<file path="config.mk">
export PLATFORM = sky130hd
export DESIGN_NAME = l2spm_rr_arbiter_flat
export DESIGN_NICKNAME = d
export VERILOG_FILES = /design/src/rtl/l2spm_rr_arbiter_if.sv /design/src/rtl/l2spm_rr_arbiter.sv /design/src/flat_wrapper.sv
export SDC_FILE = /design/constraint.sdc
export NUM_CORES = 1
export LEC_CHECK = 0
export ABC_AREA = 1
export CORE_AREA = 2 2 386 388
export DETAILED_ROUTE_END_ITERATION = 12
export DIE_AREA = 0 0 388 390
export GPL_TIMING_DRIVEN = 0
export PLACE_DENSITY_LB_ADDON = 0.3
export SYNTH_ARGS = -nofsm -noshare
export SYNTH_HDL_FRONTEND = slang
export SYNTH_SLANG_ARGS = --single-unit
</file>
<file path="constraint.sdc">
create_clock -name clk_i -period 16.75 [get_ports clk_i]
set_clock_uncertainty 0.15 [all_clocks]
set_input_delay 2.5125 -clock clk_i [delete_from_list [all_inputs] [get_ports clk_i]]
set_output_delay 2.5125 -clock clk_i [all_outputs]
set_load 0.02 [all_outputs]
</file>
<file path="src/rtl/l2spm_rr_arbiter_if.sv">
// Requester and memory-side bundle of the L2 scratchpad arbiter.
// stall_cnt_o exists only when L2SPM_ARB_STALL_CNT_EN is defined.
interface l2spm_rr_arbiter_if #(
    parameter int NumReq    = 7,
    parameter int AddrWidth = 32,
    parameter int DataWidth = 64
);
    logic [NumReq-1:0]                    req_i;
    logic [NumReq-1:0][AddrWidth-1:0]     addr_i;
    logic [NumReq-1:0]                    we_i;
    logic [NumReq-1:0][DataWidth/8-1:0]   be_i;
    logic [NumReq-1:0][DataWidth-1:0]     wdata_i;
    logic [NumReq-1:0]                    gnt_o;
    logic [NumReq-1:0]                    rvalid_o;
    logic                                 rerr_o;
    logic [DataWidth-1:0]                 rdata_o;
    logic                                 mem_req_o;
    logic [AddrWidth-1:0]                 mem_addr_o;
    logic                                 mem_we_o;
    logic [DataWidth/8-1:0]               mem_be_o;
    logic [DataWidth-1:0]                 mem_wdata_o;
    logic                                 mem_gnt_i;
    logic                                 mem_rvalid_i;
    logic [DataWidth-1:0]                 mem_rdata_i;
`ifdef L2SPM_ARB_STALL_CNT_EN
    logic [NumReq-1:0][31:0]              stall_cnt_o;
`endif

    modport slave (
`ifdef L2SPM_ARB_STALL_CNT_EN
        output stall_cnt_o,
`endif
        input  req_i, addr_i, we_i, be_i, wdata_i,
        output gnt_o, rvalid_o, rerr_o, rdata_o,
        output mem_req_o, mem_addr_o, mem_we_o, mem_be_o, mem_wdata_o,
        input  mem_gnt_i, mem_rvalid_i, mem_rdata_i
    );

    modport master (
`ifdef L2SPM_ARB_STALL_CNT_EN
        input  stall_cnt_o,
`endif
        output req_i, addr_i, we_i, be_i, wdata_i,
        input  gnt_o, rvalid_o, rerr_o, rdata_o,
        input  mem_req_o, mem_addr_o, mem_we_o, mem_be_o, mem_wdata_o,
        output mem_gnt_i, mem_rvalid_i, mem_rdata_i
    );
endinterface

</file>
<file path="src/rtl/l2spm_rr_arbiter.sv">
// Round-robin arbiter sharing the L2 scratchpad port; in-order response routing
// via an ID FIFO. Define L2SPM_ARB_STALL_CNT_EN to add per-requester stall counters.
module l2spm_rr_arbiter_chk #(
    parameter int NumReq = 7
) (
    input logic              clk,
    input logic              rst,
    input logic              mem_rvalid,
    input logic              fifo_empty,
    input logic              head_err,
    input logic [NumReq-1:0] gnt,
    input logic [NumReq-1:0] rvalid
);
    a_no_stray_rvalid: assert property (@(posedge clk) disable iff (rst)
        !(mem_rvalid && (fifo_empty || head_err)));
    a_gnt_onehot0: assert property (@(posedge clk) disable iff (rst) $onehot0(gnt));
    a_rvalid_onehot0: assert property (@(posedge clk) disable iff (rst) $onehot0(rvalid));
endmodule

module l2spm_rr_arbiter #(
    parameter int                   NumReq         = 7,
    parameter int                   AddrWidth      = 32,
    parameter int                   DataWidth      = 64,
    parameter logic [AddrWidth-1:0] BaseAddr       = 32'h1C00_0000,
    parameter logic [AddrWidth-1:0] WinLength      = 32'h0008_0000,
    parameter int                   MaxOutstanding = 4
) (
    input logic               clk_i,
    input logic               rst_i,
    l2spm_rr_arbiter_if.slave bus
);
    localparam int IdxW = (NumReq > 1) ? $clog2(NumReq) : 1;
    localparam int PtrW = $clog2(MaxOutstanding);
    localparam logic [AddrWidth:0] WinLo = {1'b0, BaseAddr};
    localparam logic [AddrWidth:0] WinHi = {1'b0, BaseAddr} + {1'b0, WinLength};
    localparam logic [PtrW:0] PtrInc = {{PtrW{1'b0}}, 1'b1};

    typedef struct packed {
        logic [IdxW-1:0] id;
        logic            err;
    } ord_entry_t;

    // One extra bit keeps the window end from wrapping for windows touching the top.
    function automatic logic in_window(input logic [AddrWidth-1:0] addr);
        logic [AddrWidth:0] a;
        a = {1'b0, addr};
        return (a >= WinLo) && (a < WinHi);
    endfunction

    function automatic logic [IdxW-1:0] rr_index(input logic [IdxW-1:0] base,
                                                 input int unsigned off);
        int unsigned sum;
        sum = (32'(base) + off) % unsigned'(NumReq);
        return IdxW'(sum);
    endfunction

    logic [IdxW-1:0] rr_ptr_r;
    ord_entry_t      fifo_r [MaxOutstanding];
    logic [PtrW:0]   wr_ptr_r;
    logic [PtrW:0]   rd_ptr_r;

    logic            win_valid_s;
    logic [IdxW-1:0] win_idx_s;
    logic [IdxW-1:0] cand_s;
    logic            hit_s;
    logic            win_in_s;
    logic            grant_ok_s;
    logic            fifo_full_s;
    logic            fifo_empty_s;
    logic            push_s;
    logic            pop_s;
    ord_entry_t      head_s;

    assign fifo_empty_s = (wr_ptr_r == rd_ptr_r);
    assign fifo_full_s  = (wr_ptr_r[PtrW] != rd_ptr_r[PtrW]) &&
                          (wr_ptr_r[PtrW-1:0] == rd_ptr_r[PtrW-1:0]);
    assign head_s       = fifo_r[rd_ptr_r[PtrW-1:0]];
    assign win_in_s     = in_window(bus.addr_i[win_idx_s]);
    assign grant_ok_s   = win_valid_s && !fifo_full_s && !rst_i;

    // Round-robin search; scanning downwards lets the closest requester to the pointer win.
    always_comb begin
        win_valid_s = 1'b0;
        win_idx_s   = '0;
        cand_s      = '0;
        hit_s       = 1'b0;
        for (int k = NumReq - 1; k >= 0; k--) begin
            cand_s      = rr_index(rr_ptr_r, unsigned'(k));
            hit_s       = bus.req_i[cand_s];
            win_idx_s   = hit_s ? cand_s : win_idx_s;
            win_valid_s = win_valid_s | hit_s;
        end
    end

    // Request path: forward in-window winners, self-grant out-of-window ones.
    always_comb begin
        bus.gnt_o       = '0;
        bus.mem_req_o   = 1'b0;
        bus.mem_addr_o  = '0;
        bus.mem_we_o    = 1'b0;
        bus.mem_be_o    = '0;
        bus.mem_wdata_o = '0;
        push_s          = 1'b0;
        if (grant_ok_s) begin
            if (win_in_s) begin
                bus.mem_req_o            = 1'b1;
                bus.mem_addr_o           = bus.addr_i[win_idx_s] - BaseAddr;
                bus.mem_we_o             = bus.we_i[win_idx_s];
                bus.mem_be_o             = bus.be_i[win_idx_s];
                bus.mem_wdata_o          = bus.wdata_i[win_idx_s];
                bus.gnt_o[win_idx_s]     = bus.mem_gnt_i;
                push_s                   = bus.mem_gnt_i;
            end else begin
                bus.gnt_o[win_idx_s]     = 1'b1;
                push_s                   = 1'b1;
            end
        end else begin
            push_s = 1'b0;
        end
    end

    // Response path: error entries retire on their own, others wait for the memory.
    always_comb begin
        bus.rvalid_o = '0;
        bus.rerr_o   = 1'b0;
        bus.rdata_o  = '0;
        pop_s        = 1'b0;
        if (!fifo_empty_s && !rst_i) begin
            if (head_s.err) begin
                bus.rvalid_o[head_s.id] = 1'b1;
                bus.rerr_o              = 1'b1;
                pop_s                   = 1'b1;
            end else begin
                bus.rvalid_o[head_s.id] = bus.mem_rvalid_i;
                bus.rdata_o             = bus.mem_rdata_i & {DataWidth{bus.mem_rvalid_i}};
                pop_s                   = bus.mem_rvalid_i;
            end
        end else begin
            pop_s = 1'b0;
        end
    end

    // Order FIFO and round-robin pointer.
    always_ff @(posedge clk_i) begin
        if (rst_i) begin
            rr_ptr_r <= '0;
            wr_ptr_r <= '0;
            rd_ptr_r <= '0;
            for (int i = 0; i < MaxOutstanding; i++) begin
                fifo_r[i] <= '0;
            end
        end else begin
            if (push_s) begin
                fifo_r[wr_ptr_r[PtrW-1:0]] <= '{id: win_idx_s, err: ~win_in_s};
                wr_ptr_r                   <= wr_ptr_r + PtrInc;
                rr_ptr_r                   <= rr_index(win_idx_s, 32'd1);
            end
            if (pop_s) begin
                rd_ptr_r <= rd_ptr_r + PtrInc;
            end
        end
    end

`ifdef L2SPM_ARB_STALL_CNT_EN
    logic [NumReq-1:0][31:0] stall_cnt_r;

    // Saturating count of cycles each requester waits without a grant.
    always_ff @(posedge clk_i) begin
        if (rst_i) begin
            stall_cnt_r <= '0;
        end else begin
            for (int i = 0; i < NumReq; i++) begin
                if (bus.req_i[i] && !bus.gnt_o[i] && (stall_cnt_r[i] != 32'hFFFF_FFFF)) begin
                    stall_cnt_r[i] <= stall_cnt_r[i] + 32'd1;
                end
            end
        end
    end

    assign bus.stall_cnt_o = stall_cnt_r;
`endif

    l2spm_rr_arbiter_chk #(.NumReq(NumReq)) u_chk (
        .clk        (clk_i),
        .rst        (rst_i),
        .mem_rvalid (bus.mem_rvalid_i),
        .fifo_empty (fifo_empty_s),
        .head_err   (head_s.err),
        .gnt        (bus.gnt_o),
        .rvalid     (bus.rvalid_o)
    );
endmodule

</file>
<file path="src/flat_wrapper.sv">
// flat-port wrapper written by rule: the top's interface ports become plain ports
module l2spm_rr_arbiter_flat 
#(
    parameter int                   NumReq         = 7,
    parameter int                   AddrWidth      = 32,
    parameter int                   DataWidth      = 64,
    parameter logic [AddrWidth-1:0] BaseAddr       = 32'h1C00_0000,
    parameter logic [AddrWidth-1:0] WinLength      = 32'h0008_0000,
    parameter int                   MaxOutstanding = 4
)
  (clk_i, rst_i, bus_req_i, bus_addr_i, bus_we_i, bus_be_i, bus_wdata_i, bus_gnt_o, bus_rvalid_o, bus_rerr_o, bus_rdata_o, bus_mem_req_o, bus_mem_addr_o, bus_mem_we_o, bus_mem_be_o, bus_mem_wdata_o, bus_mem_gnt_i, bus_mem_rvalid_i, bus_mem_rdata_i);
  l2spm_rr_arbiter_if #(.NumReq(NumReq), .AddrWidth(AddrWidth), .DataWidth(DataWidth)) bus_i ();
  input logic clk_i;
  input logic rst_i;
  input wire logic [$bits(bus_i.req_i)-1:0] bus_req_i;
  input wire logic [$bits(bus_i.addr_i)-1:0] bus_addr_i;
  input wire logic [$bits(bus_i.we_i)-1:0] bus_we_i;
  input wire logic [$bits(bus_i.be_i)-1:0] bus_be_i;
  input wire logic [$bits(bus_i.wdata_i)-1:0] bus_wdata_i;
  output wire logic [$bits(bus_i.gnt_o)-1:0] bus_gnt_o;
  output wire logic [$bits(bus_i.rvalid_o)-1:0] bus_rvalid_o;
  output wire logic [$bits(bus_i.rerr_o)-1:0] bus_rerr_o;
  output wire logic [$bits(bus_i.rdata_o)-1:0] bus_rdata_o;
  output wire logic [$bits(bus_i.mem_req_o)-1:0] bus_mem_req_o;
  output wire logic [$bits(bus_i.mem_addr_o)-1:0] bus_mem_addr_o;
  output wire logic [$bits(bus_i.mem_we_o)-1:0] bus_mem_we_o;
  output wire logic [$bits(bus_i.mem_be_o)-1:0] bus_mem_be_o;
  output wire logic [$bits(bus_i.mem_wdata_o)-1:0] bus_mem_wdata_o;
  input wire logic [$bits(bus_i.mem_gnt_i)-1:0] bus_mem_gnt_i;
  input wire logic [$bits(bus_i.mem_rvalid_i)-1:0] bus_mem_rvalid_i;
  input wire logic [$bits(bus_i.mem_rdata_i)-1:0] bus_mem_rdata_i;
  assign bus_i.req_i = bus_req_i;
  assign bus_i.addr_i = bus_addr_i;
  assign bus_i.we_i = bus_we_i;
  assign bus_i.be_i = bus_be_i;
  assign bus_i.wdata_i = bus_wdata_i;
  assign bus_gnt_o = bus_i.gnt_o;
  assign bus_rvalid_o = bus_i.rvalid_o;
  assign bus_rerr_o = bus_i.rerr_o;
  assign bus_rdata_o = bus_i.rdata_o;
  assign bus_mem_req_o = bus_i.mem_req_o;
  assign bus_mem_addr_o = bus_i.mem_addr_o;
  assign bus_mem_we_o = bus_i.mem_we_o;
  assign bus_mem_be_o = bus_i.mem_be_o;
  assign bus_mem_wdata_o = bus_i.mem_wdata_o;
  assign bus_i.mem_gnt_i = bus_mem_gnt_i;
  assign bus_i.mem_rvalid_i = bus_mem_rvalid_i;
  assign bus_i.mem_rdata_i = bus_mem_rdata_i;
  l2spm_rr_arbiter #(.NumReq(NumReq), .AddrWidth(AddrWidth), .DataWidth(DataWidth), .BaseAddr(BaseAddr), .WinLength(WinLength), .MaxOutstanding(MaxOutstanding)) u_core (.clk_i(clk_i), .rst_i(rst_i), .bus(bus_i));
endmodule
</file>
# --- Word level (Yosys, flattened, before mapping) ---
# Memory sizes are Yosys's and may differ from the RTL's. A register that Yosys moved wholly into a read port is not among the register bits.
# Index checks and enable logic that the tools add are counted.
totals:
  regBits: 9
  mem_bits_rw: 16
  mem_count: 1
  in_bits: 810
mem_list:
  columns: ["memory", "words", "width", "rd", "rd_clocked_by_memory_dff", "wr", "line", "source"]
  rows:
  - ["u_core.fifo_r", 4, 4, 1, 1, 4, "l2spm_rr_arbiter.sv:58", "ord_entry_t fifo_r [MaxOutstanding];"]
classes:
  n_addsub: 10
  div_mod_pow: 8
  eq_ne: 3
  n_reduce_logical: 11
  bitwise: 10
  muxes: 65
  n_lt_le_gt_ge: 13
ops:
  columns: ["cell", "count"]
  rows:
  - ["$mux W64", 5]
  - ["$mod A32 B3 Y32 const B", 7]
  - ["$bmux W64 S3", 1]
  - ["$bmux W32 S3", 1]
  - ["$mux W32", 3]
  - ["$and A64 B64 Y64", 1]
  - ["$lt A3 B4 Y1 const B", 9]
  - ["$ge A32 B29 Y1 const B", 1]
  - ["$lt A32 B29 Y1 const B", 1]
  - ["$mod A3 B3 Y32 const B", 1]
  - ["$sub A32 B29 Y32 const B", 1]
  - ["$mux W7", 4]
  - ["$mux W1", 26]
  - ["$bmux W1 S3", 8]
  - ["$bmux W8 S3", 1]
  - ["$mux W8", 3]
  - ["$mux W3", 7]
  - ["$and A7 B7 Y7", 2]
  - ["$add A3 B3 Y4 const B", 3]
  - ["$add A3 B1 Y4 const B", 2]
  - ["$add A3 B2 Y4 const B", 2]
  - ["$logic_and A1 B1 Y1", 7]
  - ["$add A3 B1 Y3 const B", 2]
  - ["$demux W1 S3", 2]
  - ["10 further kinds", 20]

# --- Longest topological paths before layout ---
logic_depth:
  depth_word: 22
  depth_mapped: 43
  ltp_nobuf: 40

# --- Worst setup path before layout ---
# No wires, ideal clock.
synth_timing:
  path_type: "input port to output port"
  startpoint: "input port bus_req_i[1]"
  endpoint: "output port bus_mem_be_o[4]"
  arrival_ns: 5.301
  n_path_buf: 3
  slack_ns: 8.787
  stages: 20
  path_cell_list: "o21ai_0 > a21oi_1 > o21ai_2 > o21ai_1 > a21oi_1 > nand2_1 > nand2_1 > buf_4 > buf_2 > nand3_1 > nand3_1 > nand2_1 > nor2_1 > nand2_1 > nor2_1 > nand3_1 > nand2_2 > nand3_4 > clkbuf_1 > a211oi_1"
synth_between:
  elab_chain_cells: 15
  word_cells_on_any_way: 38
  cone_classes: "2 x order compare; 27 x mux; 6 x bitwise; 3 x reduce/logical"
synth_rtl:
  columns: ["element", "line", "source"]
  rows:
  - ["from (decl)", "flat_wrapper.sv:15", "input wire logic [$bits(bus_i.req_i)-1:0] bus_req_i;"]
  - ["$bmux W1 S3", "l2spm_rr_arbiter.sv:89", "hit_s = bus.req_i[cand_s];"]
  - ["$mux W1 (implied by the code)", "l2spm_rr_arbiter.sv:89", null]
  - ["$mux W3 (7 in series)", "l2spm_rr_arbiter.sv:90", "win_idx_s = hit_s ? cand_s : win_idx_s;"]
  - ["$bmux W32 S3", "l2spm_rr_arbiter.sv:78", "assign win_in_s = in_window(bus.addr_i[win_idx_s]);"]
  - ["$mux W32 (implied by the code)", "l2spm_rr_arbiter.sv:78", null]
  - ["$ge A32 B29 Y1 or $lt A32 B29 Y1 (tied branches)", "l2spm_rr_arbiter.sv:47", "return (a >= WinLo) && (a < WinHi);"]
  - ["$logic_and A1 B1 Y1", "l2spm_rr_arbiter.sv:47", null]
  - ["$mux W8", "l2spm_rr_arbiter.sv:105", "if (win_in_s) begin"]
  - ["$mux W8 (*)", "l2spm_rr_arbiter.sv:104", "if (grant_ok_s) begin"]
  - ["to (decl)", "flat_wrapper.sv:27", "output wire logic [$bits(bus_i.mem_be_o)-1:0] bus_mem_be_o;"]
# Every way passes the cells marked *; elsewhere a longest branch is shown, timed or not. The select of a mux whose other input is x is not followed.

# --- Worst setup path after layout ---
layout_timing:
  startpoint: "input port bus_req_i[6]"
  endpoint: "output port bus_mem_addr_o[16]"
layout_between:
  elab_chain_cells: 15
  word_cells_on_any_way: 37
  cone_classes: "1 x add/sub; 2 x order compare; 25 x mux; 6 x bitwise; 3 x reduce/logical"
layout_rtl:
  columns: ["element", "line", "source"]
  rows:
  - ["$bmux W1 S3", "l2spm_rr_arbiter.sv:89", null]
  - ["$mux W1 (implied by the code)", "l2spm_rr_arbiter.sv:89", null]
  - ["$mux W3 (7 in series)", "l2spm_rr_arbiter.sv:90", null]
  - ["$bmux W32 S3", "l2spm_rr_arbiter.sv:78, l2spm_rr_arbiter.sv:107", null]
  - ["$mux W32 (implied by the code)", "l2spm_rr_arbiter.sv:78, l2spm_rr_arbiter.sv:107", null]
  - ["$ge A32 B29 Y1 or $lt A32 B29 Y1 (tied branches)", "l2spm_rr_arbiter.sv:47", null]
  - ["$logic_and A1 B1 Y1", "l2spm_rr_arbiter.sv:47", null]
  - ["$mux W32", "l2spm_rr_arbiter.sv:105", null]
  - ["$mux W32 (*)", "l2spm_rr_arbiter.sv:104", null]
  - ["to (decl)", "flat_wrapper.sv:25", "output wire logic [$bits(bus_i.mem_addr_o)-1:0] bus_mem_addr_o;"]
# Marks and branches as above.

==> flow_metrics.tcl <==
set metrics [dict create \
    status "finished, final reports clean" \
    drv_slew 0 \
    synthFlopType "edfxtp_1" \
    cts_tree "yes" \
    holdCritStartpoint "u_core.rd_ptr_r[2]" \
    synthesis.area_sq_um 10920 \
    utilization_pct 15.88 \
    synth_top_area_cell "nand2_1" \
    cts_root_buffer "clkbuf_16" \
    portBuffers 987 \
    relSlewSlack_pct 10.68 \
    fin_crit_ps 11710 \
    drt_iter0_drc 2195 \
    arrival_ps 9050 \
    finalHoldViolations 0 \
    fp.dieH_microns 390 \
    yosysUniqueCellTypes 43 \
    routedWlPerCell_microns 31.39 \
    tns_ps 0 \
    synthToLayoutAreaGrowth_pct 114.0 \
    clk_latency_ps 260 \
    antenna_left 0 \
    crit_fanout 10 \
    grt_pass1_vias 18960 \
    ys_seq_area_share_pct 6.417 \
    ctsLongestPathBuffers 2 \
    dp_hpwl_microns 138700 \
    synth_seq_cells 27 \
    grt_use_total_pct 19.46 \
    netlist_instances 2040 \
    synth_commonest_cells "786 x nand2_1, 256 x nand3_1, 191 x a21oi_1" \
    layout-drive-gt1-share_pct 4.972 \
    first_pass_iters 5 \
    reg2reg_depth 39 \
    gp_congestion 1.028 \
    cts.repair.resized 0 \
    tightestPinTransition_ps 1331 \
    syn_area_per_cell_sq_um 5.353 \
    rsz0062_at_grt "no" \
    synth.most_common_cell "nand2_1" \
    async_flop_share_pct 0 \
    cp.required_ps 14090 \
    r2r_start "u_core.rr_ptr_r[0]" \
    initial_core_util_pct 7.421 \
    vias 20329 \
    wl_microns 156500 \
    period_share_pct 69.91 \
    cts.sinks 27 \
    timing.fmax_ghz 0.08540 \
    cts_setup_buffers 0 \
    ioPinCount 995 \
    critPathLaunchType "input port" \
    critPathKind "in2out" \
    synth_edf_count 16 \
    core_sq_um 147100 \
    hold_depth 1 \
    ys_top_cells_by_area "nand2_1 27%, nand3_1 12%, a21oi_1 8.8%, a32o_1 6.6%, a311oi_1 5.8%" \
    r2r_setup_slack_ps 9100 \
    crit_path_end_kind "output port" \
    nFillCells 17151 \
    ys_warn_count 0 \
    routed_via_density 4.077 \
    h-tree-depth 1 \
    synth_top_area_share_pct 27.02 \
    rows 141 \
    grt_start_max_net_pins 15 \
    drc 0 \
    finalSetupViolations 0 \
    nets 3878 \
    hold_path_end "u_core.rd_ptr_r[2]" \
    drv_cap 0 \
    clkTransAtPathRegs_ps 60 \
    r2r-end "u_core.rr_ptr_r[2]" \
    antenna_found_initial 126 \
    die_area_sq_um 151300 \
    gr-total-overflow 0 \
    cts_buffers 3 \
    grt_pass1_wl_microns 195500 \
    cts_hold_buf 0 \
    min_path_type "reg2reg" \
    die_w_microns 388 \
]
==> how the worst max path moves through the flow <==
stage	from	to	slack, ps	depth (start not counted)
6_report	bus_req_i[6]	bus_mem_addr_o[16]	5040	26
5_1_grt	bus_req_i[6]	bus_mem_addr_o[17]	4350	26
4_1_cts	bus_req_i[6]	bus_mem_addr_o[16]	4760	26
3_3_place_gp	bus_req_i[1]	bus_mem_addr_o[17]	4700	19
2_1_floorplan	bus_req_i[1]	bus_mem_be_o[4]	8790	20
3_5_place_dp	bus_req_i[6]	bus_mem_addr_o[17]	4790	26
==> cells in the final DEF, fill, tap and decap left out, types with 14 or more instances in the layout <==
master,netlist,final
a211oi_2,30,30
diode_2,0,19
nand3_1,256,256
a32o_1,72,72
a311oi_1,72,72
nor2_1,129,129
clkbuf_1,109,110
o21ai_1,20,20
nand2_1,786,786
o21ai_0,18,18
buf_4,14,14
buf_2,50,51
edfxtp_1,16,16
a21oi_1,191,191
clkdlybuf4s50_1,0,987
a211oi_1,42,42
ha_1,30,30
inv_1,75,75
==> cell families after synthesis <==
kind of cell | after synthesis | share of synthesized area [%]
AOI/OAI and AO/OA | 473 | 31.42
xor gates and xnor gates | 17 | 1.432
adders and majority gates | 30 | 3.438
buffers and inverters | 277 | 11.20
DFF | 27 | 6.417
other | 1 | 0.03434
and+or+nand+nor | 1215 | 46.06
==> flip-flops by register name, indices dropped and copies added (netlist names), named ones only <==
| register | cells |
|---|---|
| u_core.rd_ptr_r | 3 |
| u_core.fifo_r | 16 |
| u_core.rr_ptr_r | 3 |
| u_core.wr_ptr_r | 3 |
==> cell type report <==
type	count	area (sq um)	share of cell area, %
diodes	19	47.55	0.2035
plain buffers	194	912.1	3.904
clock buffers	4	78.83	0.3374
inverters	83	311.5	1.333
multi-input cells	1742	9019	38.60
flip-flops and latches	27	700.7	2.999
well taps	1930	2415	10.34
repair buffers	987	9879	42.29
==> critical path: stages <==
cell and delay [ps]:
clkdlybuf4s50_1 640, inv_1 160, o211ai_1 200, nand3_1 120
nand2_1 140, nand2_1 80, nand2_1 70, inv_1 30
a21oi_1 180, nand2_1 70, nand3_1 80, nand2_1 80
nand2_1 70, nand2_1 330, inv_2 370, buf_4 290
nand2_1 80, o21ai_1 540, nand2_1 170, nor2_1 140
nand3_1 210, nand2_2 200, nand3_4 330, clkbuf_1 580
a21oi_1 590, clkdlybuf4s50_1 720
==> stage by stage <==
step	setup slack, ps	area, sq um	instances	hold slack, ps
finish	5040	23360	4986	346.4
detailed placement	4788	23240	4963	343.4
global route	4350	23330	4971	371.3
floorplan	8787	10940	2046	293.3
CTS	4764	23320	4967	355.4
global placement	4696	23240	4963	316.2
==> routing by layer <==
layer / part of all wire [%] / track usage [%] / up-vias
met5: 0.24 / 0 / -
met4: 1.4 / 1.620 / 62
met3: 9.3 / 5.419 / 215
met2: 44 / 31.25 / 1247
met1: 45 / 26.69 / 9728
li1: - / - / 9077
Power is left out: the tool's default activity adds up to more than one toggle a clock period on the data nets, which glitch-free logic cannot reach.
